## config.mk

```make
export PLATFORM = sky130hd
export DESIGN_NAME = ahb3lite_plic_cfg_seq_flat
export DESIGN_NICKNAME = d
export VERILOG_FILES = /design/src/rtl/ahb3lite_plic_cfg_seq_pkg.sv /design/src/rtl/ahb3lite_plic_cfg_seq_if.sv /design/src/rtl/ahb3lite_plic_cfg_seq.sv /design/src/flat_wrapper.sv
export SDC_FILE = /design/constraint.sdc
export NUM_CORES = 1
export LEC_CHECK = 0
export CAP_MARGIN = 5
export CORE_UTILIZATION = 47
export DETAILED_ROUTE_END_ITERATION = 8
export PLACE_DENSITY_LB_ADDON = 0.1
export SKIP_LAST_GASP = 1
export SLEW_MARGIN = 20
export SYNTH_ARGS = -nofsm -noshare
export SYNTH_HDL_FRONTEND = slang
export SYNTH_SLANG_ARGS = --single-unit
```

## constraint.sdc

```tcl
create_clock -name HCLK -period 4.3 [get_ports HCLK]
set_clock_uncertainty 0.05 [all_clocks]
set_input_delay 0.645 -clock HCLK [delete_from_list [all_inputs] [get_ports HCLK]]
set_output_delay 0.645 -clock HCLK [all_outputs]
set_load 0.02 [all_outputs]
```

## src/rtl/ahb3lite_plic_cfg_seq_pkg.sv

```systemverilog
// ----------------------------------------------------------------------------
// ahb3lite_plic_cfg_seq_pkg
//   AHB3-Lite encodings shared by the PLIC boot configuration sequencer, its
//   bus interface and anything else in this slice that talks AHB3-Lite.
//   No ports; import with `import ahb3lite_plic_cfg_seq_pkg::*;`.
// ----------------------------------------------------------------------------
package ahb3lite_plic_cfg_seq_pkg;

  // HTRANS encodings (only IDLE and NONSEQ are ever driven by this master)
  localparam logic [1:0] HTRANS_IDLE   = 2'b00;
  localparam logic [1:0] HTRANS_BUSY   = 2'b01;
  localparam logic [1:0] HTRANS_NONSEQ = 2'b10;
  localparam logic [1:0] HTRANS_SEQ    = 2'b11;

  // HSIZE / HBURST / HPROT values used by the sequencer
  localparam logic [2:0] HSIZE_WORD      = 3'b010;
  localparam logic [2:0] HBURST_SINGLE   = 3'b000;
  localparam logic [3:0] HPROT_DATA_PRIV = 4'b0011;

  // HRESP encodings
  localparam logic HRESP_OKAY  = 1'b0;
  localparam logic HRESP_ERROR = 1'b1;

endpackage

```

## src/rtl/ahb3lite_plic_cfg_seq_if.sv

```systemverilog
// ----------------------------------------------------------------------------
// ahb3lite_plic_cfg_seq_if
//   AHB3-Lite master/slave signal bundle used by the PLIC configuration
//   sequencer. The clock and reset stay outside the interface.
//   master modport : drives HSEL/HADDR/HWDATA/HWRITE/HSIZE/HBURST/HPROT/
//                    HTRANS/HMASTLOCK, samples HRDATA/HREADY/HRESP
//   slave modport  : the mirror image
// ----------------------------------------------------------------------------
interface ahb3lite_plic_cfg_seq_if #(
  parameter int HADDR_SIZE = 32,
  parameter int HDATA_SIZE = 32
);

  logic                  HSEL;
  logic [HADDR_SIZE-1:0] HADDR;
  logic [HDATA_SIZE-1:0] HWDATA;
  logic [HDATA_SIZE-1:0] HRDATA;
  logic                  HWRITE;
  logic [2:0]            HSIZE;
  logic [2:0]            HBURST;
  logic [3:0]            HPROT;
  logic [1:0]            HTRANS;
  logic                  HMASTLOCK;
  logic                  HREADY;
  logic                  HRESP;

  modport master (
    output HSEL, HADDR, HWDATA, HWRITE, HSIZE, HBURST, HPROT, HTRANS, HMASTLOCK,
    input  HRDATA, HREADY, HRESP
  );

  modport slave (
    input  HSEL, HADDR, HWDATA, HWRITE, HSIZE, HBURST, HPROT, HTRANS, HMASTLOCK,
    output HRDATA, HREADY, HRESP
  );

endinterface

```

## src/rtl/ahb3lite_plic_cfg_seq.sv

```systemverilog
// ----------------------------------------------------------------------------
// ahb3lite_plic_cfg_seq
//   Boot-time AHB3-Lite master that walks an external table of
//   (address, data, mask) entries and writes each one into the PLIC with a
//   single-word transfer, optionally reading it back and comparing under the
//   mask. busy/done/error let the platform hold the harts until the PLIC is
//   configured.
//
// Ports
//   HCLK, HRESETn         clock (rising edge), synchronous active-low reset
//   start                 begin a sequence (ignored while busy)
//   busy, done, error     status; done is a level, error is sticky until the
//                         next accepted start
//   err_idx               table index of the failing entry
//   tbl_idx               table index being looked up
//   tbl_valid/addr/data/mask  combinational table lookup at tbl_idx
//   ahb                   AHB3-Lite master port
// ----------------------------------------------------------------------------
module ahb3lite_plic_cfg_seq
  import ahb3lite_plic_cfg_seq_pkg::*;
#(
  parameter  int HADDR_SIZE = 32,
  parameter  int HDATA_SIZE = 32,
  parameter  int ENTRIES    = 16,
  parameter  int VERIFY     = 1,
  localparam int IDX_W      = (ENTRIES > 1) ? $clog2(ENTRIES) : 1
) (
  input  logic                  HCLK,
  input  logic                  HRESETn,

  input  logic                  start,
  output logic                  busy,
  output logic                  done,
  output logic                  error,
  output logic [IDX_W-1:0]      err_idx,

  output logic [IDX_W-1:0]      tbl_idx,
  input  logic                  tbl_valid,
  input  logic [HADDR_SIZE-1:0] tbl_addr,
  input  logic [HDATA_SIZE-1:0] tbl_data,
  input  logic [HDATA_SIZE-1:0] tbl_mask,

  ahb3lite_plic_cfg_seq_if.master ahb
);

  typedef enum logic [2:0] {
    S_IDLE,
    S_FETCH,
    S_WADDR,
    S_WDATA,
    S_RADDR,
    S_RDATA,
    S_DONE
  } state_t;

  state_t                state;
  logic [HDATA_SIZE-1:0] ent_data;
  logic [HDATA_SIZE-1:0] ent_mask;

  logic [1:0]            htrans_r;
  logic                  hwrite_r;
  logic [HADDR_SIZE-1:0] haddr_r;
  logic [HDATA_SIZE-1:0] hwdata_r;

  logic                  last_entry;
  logic                  rd_mismatch;

  assign last_entry  = (tbl_idx == IDX_W'(ENTRIES - 1));
  assign rd_mismatch = |((ahb.HRDATA ^ ent_data) & ent_mask);

  // Constant transfer attributes; HSEL simply follows the active transfer.
  assign ahb.HTRANS    = htrans_r;
  assign ahb.HWRITE    = hwrite_r;
  assign ahb.HADDR     = haddr_r;
  assign ahb.HWDATA    = hwdata_r;
  assign ahb.HSEL      = (htrans_r == HTRANS_NONSEQ);
  assign ahb.HSIZE     = HSIZE_WORD;
  assign ahb.HBURST    = HBURST_SINGLE;
  assign ahb.HPROT     = HPROT_DATA_PRIV;
  assign ahb.HMASTLOCK = 1'b0;

  // The table value registers are pure data and need no reset; they are
  // only read after FETCH has loaded them.
  always_ff @(posedge HCLK) begin
    if (state == S_FETCH && tbl_valid) begin
      ent_data <= tbl_data;
      ent_mask <= tbl_mask;
    end
  end

  always_ff @(posedge HCLK) begin
    if (!HRESETn) begin
      state    <= S_IDLE;
      busy     <= 1'b0;
      done     <= 1'b0;
      error    <= 1'b0;
      err_idx  <= '0;
      tbl_idx  <= '0;
      htrans_r <= HTRANS_IDLE;
      hwrite_r <= 1'b0;
      haddr_r  <= '0;
      hwdata_r <= '0;
    end else begin
      case (state)
        S_IDLE, S_DONE: begin
          if (start) begin
            state   <= S_FETCH;
            tbl_idx <= '0;
            busy    <= 1'b1;
            done    <= 1'b0;
            error   <= 1'b0;
          end
        end

        S_FETCH: begin
          if (!tbl_valid) begin
            state <= S_DONE;
            busy  <= 1'b0;
            done  <= 1'b1;
          end else begin
            // HADDR keeps the entry address for both the write and the
            // readback, so it doubles as the latched address.
            state    <= S_WADDR;
            htrans_r <= HTRANS_NONSEQ;
            hwrite_r <= 1'b1;
            haddr_r  <= tbl_addr;
          end
        end

        S_WADDR: begin
          if (ahb.HREADY) begin
            state    <= S_WDATA;
            htrans_r <= HTRANS_IDLE;
            hwdata_r <= ent_data;
          end
        end

        // The first ERROR cycle has HREADY=0 and we already drive IDLE, so
        // the decision waits for the HREADY=1 cycle.
        S_WDATA: begin
          if (ahb.HREADY) begin
            if (ahb.HRESP == HRESP_ERROR) begin
              state   <= S_DONE;
              busy    <= 1'b0;
              done    <= 1'b1;
              error   <= 1'b1;
              err_idx <= tbl_idx;
            end else if (VERIFY != 0) begin
              state    <= S_RADDR;
              htrans_r <= HTRANS_NONSEQ;
              hwrite_r <= 1'b0;
            end else if (last_entry) begin
              state <= S_DONE;
              busy  <= 1'b0;
              done  <= 1'b1;
            end else begin
              state   <= S_FETCH;
              tbl_idx <= tbl_idx + IDX_W'(1);
            end
          end
        end

        S_RADDR: begin
          if (ahb.HREADY) begin
            state    <= S_RDATA;
            htrans_r <= HTRANS_IDLE;
          end
        end

        S_RDATA: begin
          if (ahb.HREADY) begin
            if (ahb.HRESP == HRESP_ERROR || rd_mismatch) begin
              state   <= S_DONE;
              busy    <= 1'b0;
              done    <= 1'b1;
              error   <= 1'b1;
              err_idx <= tbl_idx;
            end else if (last_entry) begin
              // Table exhausted: stop without wrapping the index.
              state <= S_DONE;
              busy  <= 1'b0;
              done  <= 1'b1;
            end else begin
              state   <= S_FETCH;
              tbl_idx <= tbl_idx + IDX_W'(1);
            end
          end
        end

        default: begin
          state    <= S_IDLE;
          busy     <= 1'b0;
          htrans_r <= HTRANS_IDLE;
        end
      endcase
    end
  end

endmodule

```

## src/flat_wrapper.sv

```systemverilog
// flat-port wrapper written by rule: the top's interface ports become plain ports
module ahb3lite_plic_cfg_seq_flat import ahb3lite_plic_cfg_seq_pkg::*;
#(
  parameter  int HADDR_SIZE = 32,
  parameter  int HDATA_SIZE = 32,
  parameter  int ENTRIES    = 16,
  parameter  int VERIFY     = 1,
  localparam int IDX_W      = (ENTRIES > 1) ? $clog2(ENTRIES) : 1
)
  (HCLK, HRESETn, start, busy, done, error, err_idx, tbl_idx, tbl_valid, tbl_addr, tbl_data, tbl_mask, ahb_HSEL, ahb_HADDR, ahb_HWDATA, ahb_HWRITE, ahb_HSIZE, ahb_HBURST, ahb_HPROT, ahb_HTRANS, ahb_HMASTLOCK, ahb_HRDATA, ahb_HREADY, ahb_HRESP);
  ahb3lite_plic_cfg_seq_if #(.HADDR_SIZE(HADDR_SIZE), .HDATA_SIZE(HDATA_SIZE)) ahb_i ();
  input  logic HCLK;
  input  logic HRESETn;
  input  logic start;
  output logic busy;
  output logic done;
  output logic error;
  output logic [IDX_W-1:0] err_idx;
  output logic [IDX_W-1:0] tbl_idx;
  input  logic tbl_valid;
  input  logic [HADDR_SIZE-1:0] tbl_addr;
  input  logic [HDATA_SIZE-1:0] tbl_data;
  input  logic [HDATA_SIZE-1:0] tbl_mask;
  output wire logic [$bits(ahb_i.HSEL)-1:0] ahb_HSEL;
  output wire logic [$bits(ahb_i.HADDR)-1:0] ahb_HADDR;
  output wire logic [$bits(ahb_i.HWDATA)-1:0] ahb_HWDATA;
  output wire logic [$bits(ahb_i.HWRITE)-1:0] ahb_HWRITE;
  output wire logic [$bits(ahb_i.HSIZE)-1:0] ahb_HSIZE;
  output wire logic [$bits(ahb_i.HBURST)-1:0] ahb_HBURST;
  output wire logic [$bits(ahb_i.HPROT)-1:0] ahb_HPROT;
  output wire logic [$bits(ahb_i.HTRANS)-1:0] ahb_HTRANS;
  output wire logic [$bits(ahb_i.HMASTLOCK)-1:0] ahb_HMASTLOCK;
  input wire logic [$bits(ahb_i.HRDATA)-1:0] ahb_HRDATA;
  input wire logic [$bits(ahb_i.HREADY)-1:0] ahb_HREADY;
  input wire logic [$bits(ahb_i.HRESP)-1:0] ahb_HRESP;
  assign ahb_HSEL = ahb_i.HSEL;
  assign ahb_HADDR = ahb_i.HADDR;
  assign ahb_HWDATA = ahb_i.HWDATA;
  assign ahb_HWRITE = ahb_i.HWRITE;
  assign ahb_HSIZE = ahb_i.HSIZE;
  assign ahb_HBURST = ahb_i.HBURST;
  assign ahb_HPROT = ahb_i.HPROT;
  assign ahb_HTRANS = ahb_i.HTRANS;
  assign ahb_HMASTLOCK = ahb_i.HMASTLOCK;
  assign ahb_i.HRDATA = ahb_HRDATA;
  assign ahb_i.HREADY = ahb_HREADY;
  assign ahb_i.HRESP = ahb_HRESP;
  ahb3lite_plic_cfg_seq #(.HADDR_SIZE(HADDR_SIZE), .HDATA_SIZE(HDATA_SIZE), .ENTRIES(ENTRIES), .VERIFY(VERIFY)) u_core (.HCLK(HCLK), .HRESETn(HRESETn), .start(start), .busy(busy), .done(done), .error(error), .err_idx(err_idx), .tbl_idx(tbl_idx), .tbl_valid(tbl_valid), .tbl_addr(tbl_addr), .tbl_data(tbl_data), .tbl_mask(tbl_mask), .ahb(ahb_i));
endmodule
```

==> impl_metrics.py <==
metrics = {
    "critical_path": {
        "crit_type": "reg2reg",
        "cp.required_ps": 4530,
        "crit_slowest_cell": "dfxtp_1",
        "r2r_slack_ps": 1470,
        "r2r_start": "u_core.state[2]",
        "cp-start-kind": "register",
        "crit_chain": "nor2_1 -> nand2_1 -> buf_4 -> clkinv_2 -> buf_12 -> o22ai_1 -> nor2_1",
        "r2r_cells": 7,
        "rr_endpoint": "u_core.ahb.HWRITE",
        "crit_path_end_kind": "register",
        "critPathMaxFanout": 44,
        "cp.arrival_ps": 3060,
        "max_stage_delay_ps": 760,
        "cp_common_cell": "nor2_1",
    },
    "sta": {
        "relSlewSlack_pct": 54.0,
        "whs_ps": 403,
        "rsz0062_at_grt": "no",
        "finalSetupViolations": 0,
        "period_share_pct": 65.7,
        "tightest_slew_ps": 690,
        "max_freq_mhz": 354,
        "fin_tns_setup_ps": 0,
        "layout_min_cycle_time_ps": 2830,
        "report.final.slew_viol_count": 0,
        "finalHoldViolations": 0,
    },
    "clock_network": {
        "numCtsBuffers": 17,
        "tritoncts": "done",
        "holdBufCountCts": 0,
        "h-tree-depth": 4,
        "post-cts-setup-buffers": 0,
        "worstSkewPairLatency_ps": 410,
        "cts_buffer_depth": 2,
        "clk_pin_slew_ps": 60,
        "cts-resized-gates": 0,
        "clock_sinks": 144,
        "root_buffer": "clkbuf_16",
    },
    "floorplan": {
        "die_y_um": 112,
        "pin_count": 224,
        "initial_core_util_pct": 48.8,
        "rows": 39,
        "core_um2": 11600,
        "dieArea_um2": 12500,
        "die_w_um": 112,
    },
    "yosys": {
        "synth_area_um2": 5650,
        "synth-seq-cells": 144,
        "yosysSeqAreaShare_pct": 62.4,
        "synth_area_leader_cell": "edfxtp_1",
        "ys_top_cells_by_count": "nand2_1 (143), dfxtp_1 (80), a21oi_1 (73)",
        "synthTopCellsByArea": "edfxtp_1 (34%), dfxtp_1 (28%), nand2_1 (9.5%), a21oi_1 (6.5%), xor2_1 (5.0%)",
        "async_reset_ff_share_pct": 0,
        "synthCells": 534,
        "ys_warn_count": 0,
        "synth_edf_count": 64,
        "synth_ff_type": "dfxtp_1",
        "synth_most_common_cell": "nand2_1",
        "syn_area_per_cell_um2": 10.6,
        "ys_types": 50,
        "yosysTopAreaCellShare_pct": 34.0,
    },
    "pwr": {
        "cell_internal_pwr_mw": 2.64,
        "clkPwrFrac_pct": 38.4,
        "p_leak_nw": 2.91,
        "power_mw": 3.54,
        "seqPwrFrac_pct": 45.4,
        "pwr_density_cell_nw_per_um2": 421,
        "peakVddDrop_mv": 0.272,
        "p_sw_mw": 0.900,
        "sw_frac_of_total_pct": 25.4,
        "combPwrFrac_pct": 16.3,
    },
    "global_route": {
        "antenna_found_initial": 1,
        "gr-total-overflow": 0,
        "grt_pass1_wl_um": 22700,
        "grt_max_degree": 45,
        "grt.total_usage_pct": 23.9,
        "grt_pass1_vias": 4701,
    },
    "place": {
        "dp_cells": 866,
        "dpl.hpwl_um": 10400,
        "port_buffers": 211,
        "place.gp.congestion": 0.786,
    },
    "detailed_routing": {
        "ant_nets": 0,
        "routedWlPerCell_um": 16.1,
        "drcViolationCount": 7,
        "vias_per_cell": 5.16,
        "first_pass_iters": 9,
        "drt-initial-drc-count": 302,
        "via_count": 4634,
        "routed_wl_um": 14400,
    },
    "run_status": {
        "violations": "design-rule violations",
        "status": "finished with violations",
    },
    "final_layout": {
        "drive_above_1_share_pct": 6.89,
        "n_antenna_cell": 0,
        "nets": 877,
        "syn_to_final_growth_pct": 48.6,
        "instances_no_fill": 898,
    },
    "min_path": {
        "min_path_cells": 2,
        "hold_path.class": "reg2reg",
        "hold_end": "u_core.ahb.HWDATA[22]",
        "hold_start": "u_core.ahb.HWDATA[22]",
    },
    "flow_run": {
        "drv_cap": 0,
    },
}
per-layer routing:
metal / vias to the layer above / GRT usage (%) / routed length [um]
li1: 2248 / - / -
met1: 2164 / 27.2 / 5680
met2: 195 / 41.2 / 7440
met3: 25 / 8.17 / 1030
met4: 2 / 10.0 / 269
met5: - / 0 / 11
stage by stage:
step / area [um^2] / setup slack (ps) / util [%]
after CTS: 8390 / 1470 / 72.6
after global routing: 8390 / 1170 / 72.6
after detailed placement: 7830 / 1250 / 67.7
after global placement: 7830 / 1290 / 67.7
final: 8390 / 1470 / 72.6
after floorplan: 5680 / 1870 / -
cell type report:
type | instances | area, um^2
repair buffers | 217 | 2170
well taps | 143 | 179
fillers | 843 | 3170
clock inverters | 8 | 53.8
inverters | 5 | 20.0
multi-input cells | 357 | 1940
clock buffers | 24 | 503
flip-flops and latches | 144 | 3520
worst max-delay path, delay by kind of cell, from the launching register on:
kind	cells	cell delay, ps
AOI/OAI and AO/OA	1	170
buffers and inverters	3	1320
DFF	1	760
and+or+nand+nor	3	380
worst max path at each step:
| stage | end | slack [ps] | from | cells past startpoint |
|---|---|---|---|---|
| after floorplan | u_core.ent_data[0] | 1870 | tbl_valid | 4 |
| after global placement | u_core.ahb.HWRITE | 1290 | tbl_valid | 8 |
| after detailed placement | u_core.busy | 1250 | tbl_valid | 8 |
| after CTS | u_core.busy | 1470 | u_core.state[2] | 7 |
| after global routing | u_core.busy | 1170 | u_core.state[2] | 7 |
| final | u_core.ahb.HWRITE | 1470 | u_core.state[2] | 7 |
sequential cells by signal, indices dropped and copies added, names as in the netlist:
register           count
u_core.ahb.HADDR      32
u_core.ahb.HWDATA     32
u_core.ent_data       32
u_core.ent_mask       32
u_core.err_idx         4
u_core.tbl_idx         4
u_core.state           3
u_core.ahb.HTRANS      1
u_core.ahb.HWRITE      1
u_core.busy            1
u_core.done            1
u_core.error           1
cells in the final DEF (no fill, tap or decap), drive strengths merged, types with 2 or more instances in the layout:
cell / Yosys / final
clkdlybuf4s50: 0 / 211
nand2: 144 / 144
dfxtp: 80 / 80
a21oi: 75 / 75
edfxtp: 64 / 64
xor2: 32 / 32
clkbuf: 16 / 24
a22oi: 14 / 14
nor2: 12 / 12
conb: 2 / 12
nand3: 10 / 10
buf: 22 / 6
clkinv: 1 / 6
nand4: 5 / 5
mux2i: 5 / 5
o21ai: 5 / 5
inv: 4 / 5
nor3: 5 / 5
and3: 4 / 4
nor2b: 3 / 3
nand2b: 3 / 3
a311oi: 3 / 3
a22o: 3 / 3
nor4b: 2 / 2
o311ai: 2 / 2
o211ai: 2 / 2
clkinvlp: 0 / 2
a31oi: 2 / 2
kinds of logic (layout without fill, tap and decap cells):
group,Yosys count,count (layout),synth area share [%]
xor gates and xnor gates,33,33,5.25
DFF,144,144,62.4
other,2,12,0.133
AOI/OAI and AO/OA,114,114,12.3
buffers and inverters,43,254,3.97
and+or+nand+nor,191,191,14.7
muxes,6,6,1.09
adders and majority gates,1,1,0.222
power by group through the flow:
stage / sequential, mW / clock [mW] / combinational [mW]
final: 1.60 / 1.36 / 0.575
after global routing: 1.61 / 1.45 / 0.623
after CTS: 1.60 / 1.38 / 0.579
after detailed placement: 1.63 / 0 / 0.576
after global placement: 1.63 / 0 / 0.566
after floorplan: 1.66 / 0 / 0.263
Note: power is estimated with default switching activity, not from simulation.
